**src/rtl/game_phase_ctrl.sv**
```systemverilog
// rtl/game_phase_ctrl.sv - Bricks game phase sequencer with shared phase timer
//
// Purpose:
//   Owns the game phase state machine (IDLE, READY, PLAY, LIFE_LOST,
//   GAME_OVER, WIN and, optionally, PAUSED). A single down-counter times
//   every timed phase. Drives the phase code, play enable, ball re-spawn
//   pulse and remaining lives to the drawing and physics logic.
//
// Optional feature macro:
//   GAME_PAUSE_EN - when defined, a start edge in PLAY enters PAUSED and the
//                   next start edge returns to PLAY. When undefined, PAUSED
//                   is not built and code 6 is never produced.
//
// Ports:
//   clk            in   1  system clock
//   resetN         in   1  asynchronous active-low reset
//   start          in   1  start key level, already synchronized to clk
//   ball_lost      in   1  pulse: ball left the bottom edge
//   bricks_cleared in   1  pulse: last brick destroyed
//   bgState        out  3  phase code (0 IDLE .. 6 PAUSED)
//   play_en        out  1  high only in PLAY
//   ball_reset     out  1  pulse on the first cycle of READY
//   lives          out  3  remaining lives

module game_phase_ctrl #(
  parameter int                 CNT_W      = 26,
  parameter logic [CNT_W-1:0]   READY_TIME = 26'd20_000_000,
  parameter logic [CNT_W-1:0]   PAUSE_TIME = 26'd10_000_000,
  parameter logic [CNT_W-1:0]   END_TIME   = 26'd50_000_000,
  parameter logic [2:0]         LIVES      = 3'd3
) (
  input  logic       clk,
  input  logic       resetN,
  input  logic       start,
  input  logic       ball_lost,
  input  logic       bricks_cleared,
  output logic [2:0] bgState,
  output logic       play_en,
  output logic       ball_reset,
  output logic [2:0] lives
);

  typedef enum logic [2:0] {
    S_IDLE      = 3'd0,
    S_READY     = 3'd1,
    S_PLAY      = 3'd2,
    S_LIFE_LOST = 3'd3,
    S_GAME_OVER = 3'd4,
    S_WIN       = 3'd5
`ifdef GAME_PAUSE_EN
    ,
    S_PAUSED    = 3'd6
`endif
  } state_t;

  localparam logic [CNT_W-1:0] CNT_ZERO = '0;
  localparam logic [CNT_W-1:0] CNT_ONE  = {{(CNT_W-1){1'b0}}, 1'b1};

  state_t           r_state;
  logic [CNT_W-1:0] r_cnt;
  logic [2:0]       r_lives;
  logic             r_start_q;
  logic             r_play_en;
  logic             r_ball_reset;

  state_t           w_state_nxt;
  logic [CNT_W-1:0] w_cnt_nxt;
  logic [2:0]       w_lives_nxt;
  logic             w_ball_reset_nxt;
  logic             w_start_rise;
  logic             w_cnt_zero;

  // r_start_q resets high so a key held through reset release is not an edge.
  assign w_start_rise = start & ~r_start_q;
  assign w_cnt_zero   = (r_cnt == CNT_ZERO);

  always_ff @(posedge clk or negedge resetN) begin
    if (!resetN) begin
      r_state      <= S_IDLE;
      r_cnt        <= CNT_ZERO;
      r_lives      <= 3'd0;
      r_start_q    <= 1'b1;
      r_play_en    <= 1'b0;
      r_ball_reset <= 1'b0;
    end else begin
      r_state      <= w_state_nxt;
      r_cnt        <= w_cnt_nxt;
      r_lives      <= w_lives_nxt;
      r_start_q    <= start;
      r_play_en    <= (w_state_nxt == S_PLAY);
      r_ball_reset <= w_ball_reset_nxt;
    end
  end

  always_comb begin
    w_state_nxt      = r_state;
    // Free-running decrement that saturates at zero; phase entries override it.
    w_cnt_nxt        = w_cnt_zero ? CNT_ZERO : (r_cnt - CNT_ONE);
    w_lives_nxt      = r_lives;
    w_ball_reset_nxt = 1'b0;

    case (r_state)
      S_IDLE: begin
        if (w_start_rise) begin
          w_state_nxt      = S_READY;
          w_cnt_nxt        = READY_TIME;
          w_lives_nxt      = LIVES;
          w_ball_reset_nxt = 1'b1;
        end
      end

      S_READY: begin
        if (w_cnt_zero) begin
          w_state_nxt = S_PLAY;
        end
      end

      S_PLAY: begin
        // Clearing the last brick wins over a ball lost in the same cycle.
        if (bricks_cleared) begin
          w_state_nxt = S_WIN;
          w_cnt_nxt   = END_TIME;
        end else if (ball_lost) begin
          if (r_lives > 3'd1) begin
            w_lives_nxt = r_lives - 3'd1;
            w_state_nxt = S_LIFE_LOST;
            w_cnt_nxt   = PAUSE_TIME;
          end else begin
            w_lives_nxt = 3'd0;
            w_state_nxt = S_GAME_OVER;
            w_cnt_nxt   = END_TIME;
          end
        end
`ifdef GAME_PAUSE_EN
        else if (w_start_rise) begin
          w_state_nxt = S_PAUSED;
          w_cnt_nxt   = r_cnt;
        end
`endif
      end

      S_LIFE_LOST: begin
        if (w_cnt_zero) begin
          w_state_nxt      = S_READY;
          w_cnt_nxt        = READY_TIME;
          w_ball_reset_nxt = 1'b1;
        end
      end

      S_GAME_OVER, S_WIN: begin
        if (w_cnt_zero) begin
          w_state_nxt = S_IDLE;
        end
      end

`ifdef GAME_PAUSE_EN
      S_PAUSED: begin
        // Timer and lives are frozen; collision pulses are ignored here.
        w_cnt_nxt = r_cnt;
        if (w_start_rise) begin
          w_state_nxt = S_PLAY;
        end
      end
`endif

      default: begin
        w_state_nxt = S_IDLE;
        w_cnt_nxt   = CNT_ZERO;
      end
    endcase
  end

  assign bgState    = r_state;
  assign play_en    = r_play_en;
  assign ball_reset = r_ball_reset;
  assign lives      = r_lives;

endmodule
```
**config.mk**
```make
export PLATFORM = sky130hd
export DESIGN_NAME = game_phase_ctrl
export DESIGN_NICKNAME = d
export VERILOG_FILES = /design/src/rtl/game_phase_ctrl.sv
export SDC_FILE = /design/constraint.sdc
export NUM_CORES = 1
export LEC_CHECK = 0
export BUFFER_PORTS_ARGS = -buffer_cell sky130_fd_sc_hd__buf_2
export CAP_MARGIN = 20
export CORE_MARGIN = 8
export CORE_UTILIZATION = 50
export DETAILED_ROUTE_END_ITERATION = 7
export PLACE_DENSITY = 0.67
export SYNTH_ARGS = -nofsm -noshare
export SYNTH_HDL_FRONTEND = slang
export SYNTH_SLANG_ARGS = --single-unit
```
**constraint.sdc**
```tcl
create_clock -name clk -period 6.2 [get_ports clk]
set_clock_uncertainty 0.05 [all_clocks]
set_input_delay 0.93 -clock clk [delete_from_list [all_inputs] [get_ports clk]]
set_output_delay 0.93 -clock clk [all_outputs]
set_load 0.01 [all_outputs]
```
======== Word-level counts from Yosys, hierarchy flattened ========
Index checks and enable logic that the tools add are counted.
operators by class
  eq/ne operators ......................... 9
  add/sub/neg operators ................... 2
  $lt $le $gt $ge ......................... 1
  reductions and logical operators ........ 6
  bitwise logic cells ..................... 2
  mux-type cells .......................... 23
operators by type and width
  cell                                                                              count
  26-bit two-way mux                                                                6
  26-bit case mux with 4 select lines                                               1
  3-bit two-way mux                                                                 11
  26-bit logical NOT                                                                1
  26-bit by 1-bit subtractor with 26-bit output (second input constant)             1
  3-bit case mux with 5 select lines                                                1
  3-bit by 2-bit == test with 1-bit output (second input constant)                  3
  3-bit == test (second input constant)                                             2
  2-bit != test (second input constant)                                             3
  3-bit case mux with 2 select lines                                                1
  4-bit AND reduction                                                               1
  3-bit by 1-bit == test with 1-bit output (second input constant)                  1
  3-bit by 1-bit greater-than comparator with 1-bit output (second input constant)  1
  3-bit logical NOT                                                                 1
  3-bit OR reduction                                                                1
  3-bit by 1-bit subtractor with 3-bit output (second input constant)               1
  1-bit two-way mux                                                                 2
  1-bit case mux with 2 select lines                                                1
  2-bit nonzero test                                                                1
  2-bit OR reduction                                                                1
  1-bit bitwise AND                                                                 1
  1-bit inverter                                                                    1
word-level totals
  bits of input ports ..................... 5
  register bits after elaboration ......... 35
  output and inout port bits .............. 8
  logic and storage cells ................. 49

======== Longest topological paths before layout ========
Gate-level depths: netlist (run 1).
  word-level depth ........................ 6
  mapped depth ............................ 8
  depth with buffers taken out ............ 7

======== Worst setup path before layout (run 1) ========
OpenSTA, ideal clock, no wires.
  path type ............................... reg2reg
  start point ............................. reg r_cnt[10]
  end point ............................... reg r_cnt[25]
  clock period less this slack ............ 2568 ps
  required time ........................... 6063 ps
  data arrival time ....................... 2431 ps
  setup slack ............................. 3632 ps
  cell stages (with the launch flop) ...... 6
  buffers on the path ..................... 0
  cells stage by stage .................... dfrtp_1 or4_4 or4_4 or4_4 o41a_1 a22oi_1
between the ends
  longest elaborated chain between the ends .. 5
RTL lines
  element                                                                              RTL line  text
  start, declared                                                                      60        logic [CNT_W-1:0] r_cnt;
  start signal, assigned                                                               87        r_cnt <= w_cnt_nxt;
  26-bit by 1-bit subtractor with 26-bit output or 26-bit logical NOT (tied branches)  98, 75
  26-bit two-way mux                                                                   98        w_cnt_nxt = w_cnt_zero ? CNT_ZERO : (r_cnt - CNT_ONE);
  26-bit two-way mux                                                                   123       end else if (ball_lost) begin
  26-bit two-way mux                                                                   120       if (bricks_cleared) begin
  26-bit case mux with 4 select lines (*)                                              102       case (r_state)
  via w_cnt_nxt[25]                                                                    67        logic [CNT_W-1:0] w_cnt_nxt;
The timed path passes the listed nets; every way through them passes the cells marked *.
A chain may end at the register's enable or synchronous reset.

======== Worst setup path after layout (run 1) ========
  start point ............................. reg r_cnt[0]
  end point ............................... reg r_cnt[20]
The elaborated chain is that of the path after synthesis.

==> results.ini, run 1 <==
[grt]
antenna_found_initial=0
track_usage_pct=16.08
grt_first_pass_wirelength_um=7955
grt_start_max_net_pins=36
grt.overflow.total=0
vias_in_the_first_global_route=1618

[timing]
finalHoldViolCount=0
setup_viol=0
setup_tns_ns=0
timing.final.crit_period_ns=2.785
rsz0062_at_grt=no
worst_hold_slack_ns=0.4073
max_slew_margin_pct=47.23
final.period_utilization_pct=44.92
report.final.slew_viol_count=0
fmax_ghz=0.3591
actual_slew_at_the_worst_max_slew_pin_ns=0.7915

[cells_and_area]
final_nets=237
final_cell_area_um2=2155
drive_above_1_share_pct=13.04
antennaDiodeCount=0
layout.cells.non_filler=280
flow.area_growth_from_synthesis_pct=8.988

[place]
detailedPlacementHpwl_um=3312
place_area_um2=2066
dpl.cell_count=272
gpl.final_weighted_congestion=0.8335
io_buffer_count=12

[die]
floorplan.initialDensity_pct=50.51
chipHeight_um=78.88
design.core.area_um2=3914
floorplan.die.width_um=78.88
floorplan.io_pins=13
die-area_um2=6222
floorplan.rows=23

[synthesis]
synthTopCellsByArea=sky130_fd_sc_hd__dfrtp_1 (43%), sky130_fd_sc_hd__nor2_1 (5.7%), sky130_fd_sc_hd__o21ai_0 (4.8%)
proportion_of_synthesized_chip_area_in_sequential_cells_pct=44.37
post_synth_num_cell_types=43
register_bit_total_from_synthesis=35
synth_enable_flop_cells=0
yosys_warnings=0
postSynthNetCount=227
synth_top_cell_by_area=sky130_fd_sc_hd__dfrtp_1
syn_area_um2=1977
ys_async_sr_fraction_pct=100.0
synth.avg_cell_area_um2=9.027
synth_flop_cell=sky130_fd_sc_hd__dfrtp_1
synthDominantCellAreaShare_pct=43.04
synthCells=219

[run_status]
run_status=complete, no violations

[clocking]
number_of_cells_upsized_or_downsized_after_cts=0
cts.sink_count=35
tritoncts=done
hold_buffers=0
cts.root.buffer_cell=sky130_fd_sc_hd__clkbuf_8
cts_buffers=5
cts_setup_buffers=0
clock_tree.htree_level_count=2
clkSlewWorstSetupHoldPaths_ns=0.07
maximum_root_to_sink_buffer_count=2
clkLatencyLatePin_ns=0.29

[setup_path]
critical_path_at_ns=2.90
critical_path.startpoint_type=flip-flop
critPathCaptureType=flip-flop
cp_data_required_time_ns=6.31
r2r.worst_path.cells=7
critical_path.max_fanout=6
path_class=flip-flop to flip-flop

[routing]
detailroute.via_count=1653
drtPass1Iterations=4
routed_via_count_divided_by_cell_count=5.904
wirelength_um=4514
ant_nets=0
route.detailed.drc=0
drt_iter0_markers=139
wire_per_inst_um=16.12

[min_path]
hold_path_class=flip-flop to flip-flop
whs_path_depth=1

[power]
powerDensity_nw_per_um2=348.0
peakVddDrop_uv=196.1
static-leakage-power_nw=0.9266

[job]
timing.max_cap.violations=0

==> per-stage QoR <==
step / util, % / worst slack [ns] / power [mW]
3_3_place_gp: 52.78 / 3.547 / 0.5854
5_1_grt: 55.05 / 3.073 / 0.8086
4_1_cts: 55.05 / 3.370 / 0.7549
6_report: 55.05 / 3.415 / 0.7499
2_1_floorplan: - / 3.632 / 0.5205
3_5_place_dp: 52.78 / 3.390 / 0.5889
==> cell usage in the layout (no fill, tap or decap), types with 2 or more instances in the layout <==
| cell type | netlist | routed |
|---|---|---|
| sky130_fd_sc_hd__nand4_1 | 3 | 3 |
| sky130_fd_sc_hd__buf_2 | 0 | 12 |
| sky130_fd_sc_hd__clkinvlp_4 | 0 | 2 |
| sky130_fd_sc_hd__a21o_1 | 6 | 6 |
| sky130_fd_sc_hd__ha_1 | 3 | 3 |
| sky130_fd_sc_hd__nor2_1 | 30 | 30 |
| sky130_fd_sc_hd__and2_1 | 2 | 2 |
| sky130_fd_sc_hd__nand3b_1 | 2 | 2 |
| sky130_fd_sc_hd__inv_1 | 6 | 6 |
| sky130_fd_sc_hd__or4_4 | 3 | 3 |
| sky130_fd_sc_hd__a22oi_1 | 2 | 2 |
| sky130_fd_sc_hd__o31ai_1 | 2 | 2 |
| sky130_fd_sc_hd__o211ai_1 | 2 | 2 |
| sky130_fd_sc_hd__or4_1 | 5 | 5 |
| sky130_fd_sc_hd__nand2b_1 | 2 | 2 |
| sky130_fd_sc_hd__clkbuf_8 | 0 | 5 |
| sky130_fd_sc_hd__xor2_1 | 8 | 8 |
| sky130_fd_sc_hd__xnor2_1 | 10 | 10 |
| sky130_fd_sc_hd__nand3_1 | 7 | 7 |
| sky130_fd_sc_hd__o21ai_0 | 19 | 19 |
| sky130_fd_sc_hd__o311ai_0 | 3 | 3 |
| sky130_fd_sc_hd__nor4b_1 | 2 | 2 |
| sky130_fd_sc_hd__nor4_1 | 9 | 9 |
| sky130_fd_sc_hd__nand2_1 | 16 | 16 |
| sky130_fd_sc_hd__a21oi_1 | 12 | 12 |
| sky130_fd_sc_hd__nor3_1 | 4 | 4 |
| sky130_fd_sc_hd__dfrtp_1 | 34 | 34 |
==> cells in the mapped netlist, drive strengths merged (2+ instances only) <==
cell,instances
o21ai,19
or3,2
nor4b,2
nor3,4
nand4,3
ha,3
or4,8
o311ai,3
a21o,6
o31ai,2
a22oi,2
nor2,30
xnor2,10
o211ai,2
nor4,9
a21oi,12
xor2,8
nand2b,2
nand3,7
inv,6
clkbuf,9
and2,2
nand2,16
nand3b,2
dfrtp,34
==> cell type report <==
class,instances,area [um2]
clock buffer,5,68.82
clock inverter,3,20.02
sequential,35,877.1
multi-input combinational,169,1044
timing repair buffer,12,60.06
inverter,6,22.52
tap,50,62.56
fill,368,1759
==> metal layers <==
layer	routed length [um]	global-route usage [%]
met3	179	4.289
met2	2129	23.94
met4	80	6.111
met5	0	0
met1	2124	21.79
==> logic make-up (layout without fill, tap and decap cells) <==
| family | Yosys count | in the layout | synth area share, % |
|---|---|---|---|
| xor+xnor | 18 | 18 | 7.975 |
| simple gates | 94 | 94 | 25.51 |
| fa+ha+maj | 3 | 3 | 1.899 |
| buf+inv | 15 | 26 | 2.848 |
| flops | 35 | 35 | 44.37 |
| compound gates | 54 | 54 | 17.41 |
==> final timing paths <==
path                       slack [ns]          startpoint                   to
min in group asynchronous        0.67              resetN   r_cnt[8]$_DFF_PN0_
hold reg to reg                  0.41  r_cnt[0]$_DFF_PN0_   r_cnt[0]$_DFF_PN0_
setup / recovery                 3.42  r_cnt[0]$_DFF_PN0_  r_cnt[20]$_DFF_PN0_
max in group asynchronous        4.93              resetN  r_cnt[22]$_DFF_PN0_
setup reg to reg                 3.42  r_cnt[0]$_DFF_PN0_  r_cnt[20]$_DFF_PN0_
hold / removal                   0.41  r_cnt[0]$_DFF_PN0_   r_cnt[0]$_DFF_PN0_
==> where the power goes <==
group	total [mW]	switching, mW	internal, mW
clock	0.164	0.0862	0.0781
sequential	0.373	0.0803	0.293
combinational	0.212	0.118	0.0937
total	0.750	0.285	0.465
==> critical path, cell delays in order (launching register included) <==
cell and delay (ns):
sky130_fd_sc_hd__dfrtp_1 0.40, sky130_fd_sc_hd__inv_1 0.09, sky130_fd_sc_hd__ha_1 0.19, sky130_fd_sc_hd__or4b_2 0.69, sky130_fd_sc_hd__nor4_1 0.53, sky130_fd_sc_hd__nand3_1 0.17
sky130_fd_sc_hd__xor2_1 0.18, sky130_fd_sc_hd__o311ai_0 0.36
==> flip-flops by register name, summed over array words and instances (netlist names) <==
register,flops
ball_reset,1
bgState,3
r_cnt,26
lives,3
r_start_q,1
play_en,1
(Power assumes the default switching activity.)
==> inputs of run 2 (changes only) <==
- PLACE_DENSITY: 0.67 -> 0.69
- clock period: 6.2 -> 2.3 ns (I/O delays scaled with it)
==> run 2 against run 1 <==
The run now ends with setup timing left. Clock-buffer cell count up 2. Register-to-register slack worse by 3.6 ns. Setup slack got worse by 3.6 ns. Critical endpoint is now r_cnt[25]$_DFF_PN0_. Highest routed layer unchanged.
==> results.ini, run 2 (same netlist as run 1, synthesis figures left out) <==
[timing]
fmax_ghz=0.4093  ; +14%
report.final.slew_viol_count=0  ; unchanged
timing.final.crit_period_ns=2.443  ; -0.3418 ns
rsz0062_at_grt=yes
max_slew_margin_pct=47.68  ; +0.45 points
actual_slew_at_the_worst_max_slew_pin_ns=0.7849  ; -0.006696 ns
setup_tns_ns=-0.2147  ; -0.2147 ns
worst_slack_ns=-0.1432  ; -3.558 ns
setup_viol=2  ; +2
final.period_utilization_pct=106.2  ; +61 points
worst_hold_slack_ns=0.08069  ; -0.3266 ns
finalHoldViolCount=0  ; unchanged

[cells_and_area]
final_nets=282  ; +19%
filler_cell_count=351  ; -4.6%
flow.area_growth_from_synthesis_pct=29.68
area_used_by_multi_input_combinational_logic_um2=1100  ; +5.4%
final_core_occ_pct=65.51  ; +10 points
top_register=r_cnt
drive_above_1_share_pct=30.91  ; +18 points
antennaDiodeCount=0  ; unchanged
most-common-layout-cells=sky130_fd_sc_hd__buf_4 (45), sky130_fd_sc_hd__dfrtp_1 (34), sky130_fd_sc_hd__nor2_1 (30), sky130_fd_sc_hd__o21ai_0 (17), sky130_fd_sc_hd__nand2_1 (16)
final_cell_area_um2=2564  ; +19%
largest_register_ffs=26  ; unchanged
area.sequential_um2=877.1  ; unchanged
layout.cells.non_filler=325  ; +16%
mostFrequentLayoutCell=sky130_fd_sc_hd__buf_4

[min_path]
hold_path_class=input pin to asynchronous set/reset pin

[grt]
grt_start_max_net_pins=36  ; unchanged
grt_first_pass_wirelength_um=8431  ; +6.0%
grt.overflow.total=0  ; unchanged
track_usage_pct=16.80  ; +0.72 points
vias_in_the_first_global_route=1773  ; +9.6%
antenna_found_initial=0  ; unchanged

[place]
io_buffer_count=12  ; unchanged
gpl.final_weighted_congestion=0.8611  ; +3.3%
place_area_um2=2399  ; +16%
detailedPlacementHpwl_um=3705  ; +12%
dpl.cell_count=313  ; +15%
post-place-ws_ns=-0.1403  ; -3.531 ns

[routing]
wire_per_inst_um=15.58  ; -3.3%
drtPass1Iterations=5  ; +1
ant_nets=0  ; unchanged
wirelength_um=5064  ; +12%
route.detailed.drc=0  ; unchanged
detailroute.via_count=1853  ; +12%
routed_via_count_divided_by_cell_count=5.702  ; -3.4%
drt_iter0_markers=128  ; -7.9%

[die]
floorplan.die.width_um=78.88  ; unchanged
design.core.area_um2=3914  ; unchanged
floorplan.io_pins=13  ; unchanged
chipHeight_um=78.88  ; unchanged
floorplan.rows=23  ; unchanged
die-area_um2=6222  ; unchanged
floorplan.initialDensity_pct=50.51  ; unchanged

[power]
netSwitchingFraction_pct=35.26  ; -2.7 points
powerDensity_nw_per_um2=941.2  ; +170%
share_of_total_power_in_sequential_cells_pct=38.4  ; -11 points
static-leakage-power_nw=1.160  ; +25%
total_switching_power_mw=0.8508  ; +200%
p_int_mw=1.562  ; +240%
peakVddDrop_uv=605.4  ; +210%
design_power_total_mw=2.413  ; +220%
pwr-share-comb_pct=41.0  ; +13 points
clock_power_share_pct=20.7  ; -1.2 points

[setup_path]
r2r.worst_path.cells=5  ; -2
cp_slowest_cell=sky130_fd_sc_hd__or4_4
slowest_delay_ns=0.54  ; -0.15 ns
cp_data_required_time_ns=2.45  ; -3.86 ns
crit_top_cell=sky130_fd_sc_hd__or4_4
critical_path.max_fanout=3  ; -3
path_class=flip-flop to flip-flop
critical_path.startpoint_type=flip-flop
critical_path_at_ns=2.60  ; -0.30 ns
crit_chain=or4_4, or4_4, or4_4, o41a_1, a22oi_2
critPathCaptureType=flip-flop

[clocking]
clkSlewWorstSetupHoldPaths_ns=0.08  ; about the same
tritoncts=done
cts.root.buffer_cell=sky130_fd_sc_hd__clkbuf_8
maximum_root_to_sink_buffer_count=2  ; unchanged
cts.sink_count=35  ; unchanged
cts_buffers=5  ; unchanged
clock_tree.htree_level_count=2  ; unchanged
clkLatencyLatePin_ns=0.29  ; about the same

[run_status]
failed_checks=setup timing
run_status=complete, but fails checks

[job]
timing.max_cap.violations=0  ; unchanged

==> run 2: changes by cell type in the layout (fill, tap and decap cells not counted), sizes merged <==
cell / delta
clkinv: -1
clkinvlp: -1
buf: +45
clkbuf: +2
==> run 2: per-layer routing <==
layer	track usage, %	up-vias	wire length (um)
li1	-	912	-
met2	27.51	49	2379
met4	4.630	0	44
met3	3.160	6	215
met5	0	-	0
met1	22.15	886	2425
==> run 2: final cells by class <==
type                    count  area share, %
clock buffers               7          3.758
well taps                  50          2.440
inverters                   6         0.8785
flip-flops and latches     35          34.21
multi-input cells         169          42.90
repair buffers             57          15.52
clock inverters             1         0.2928
==> run 2: power by group through the flow <==
| stage | logic [mW] | clock network (mW) | registers, mW |
|---|---|---|---|
| 2_1_floorplan | 0.465 | 0 | 0.964 |
| 3_3_place_gp | 0.900 | 0 | 0.925 |
| 3_5_place_dp | 0.908 | 0 | 0.933 |
| 4_1_cts | 0.926 | 0.506 | 0.920 |
| 5_1_grt | 1.11 | 0.536 | 0.947 |
| 6_report | 0.988 | 0.499 | 0.926 |
==> run 2: worst max-delay path: cells and delay by family (launching register included) <==
family          cells  cell delay (ns)
compound gates      2             0.45
flops               1             0.38
simple gates        3             1.48
==> run 2: timing repair <==
item,4_1_cts,5_1_grt
gates resized for setup,1,7
pin swaps,1,4
endpoints found under the setup margin,2,6
endpoints found under the hold margin,0,0
hold buffers,0,0
setup buffers,1,3
==> run 2: worst paths after layout <==
path	slack, ns	to	from
setup / recovery	-0.14	r_cnt[25]$_DFF_PN0_	r_cnt[5]$_DFF_PN0_
max in group asynchronous	1.61	r_cnt[11]$_DFF_PN0_	resetN
setup reg to reg	-0.14	r_cnt[25]$_DFF_PN0_	r_cnt[5]$_DFF_PN0_
hold reg to reg	0.49	r_cnt[0]$_DFF_PN0_	r_cnt[0]$_DFF_PN0_
hold / removal	0.08	r_cnt[3]$_DFF_PN0_	resetN
min in group clk	0.12	r_start_q$_DFF_PN1_	start
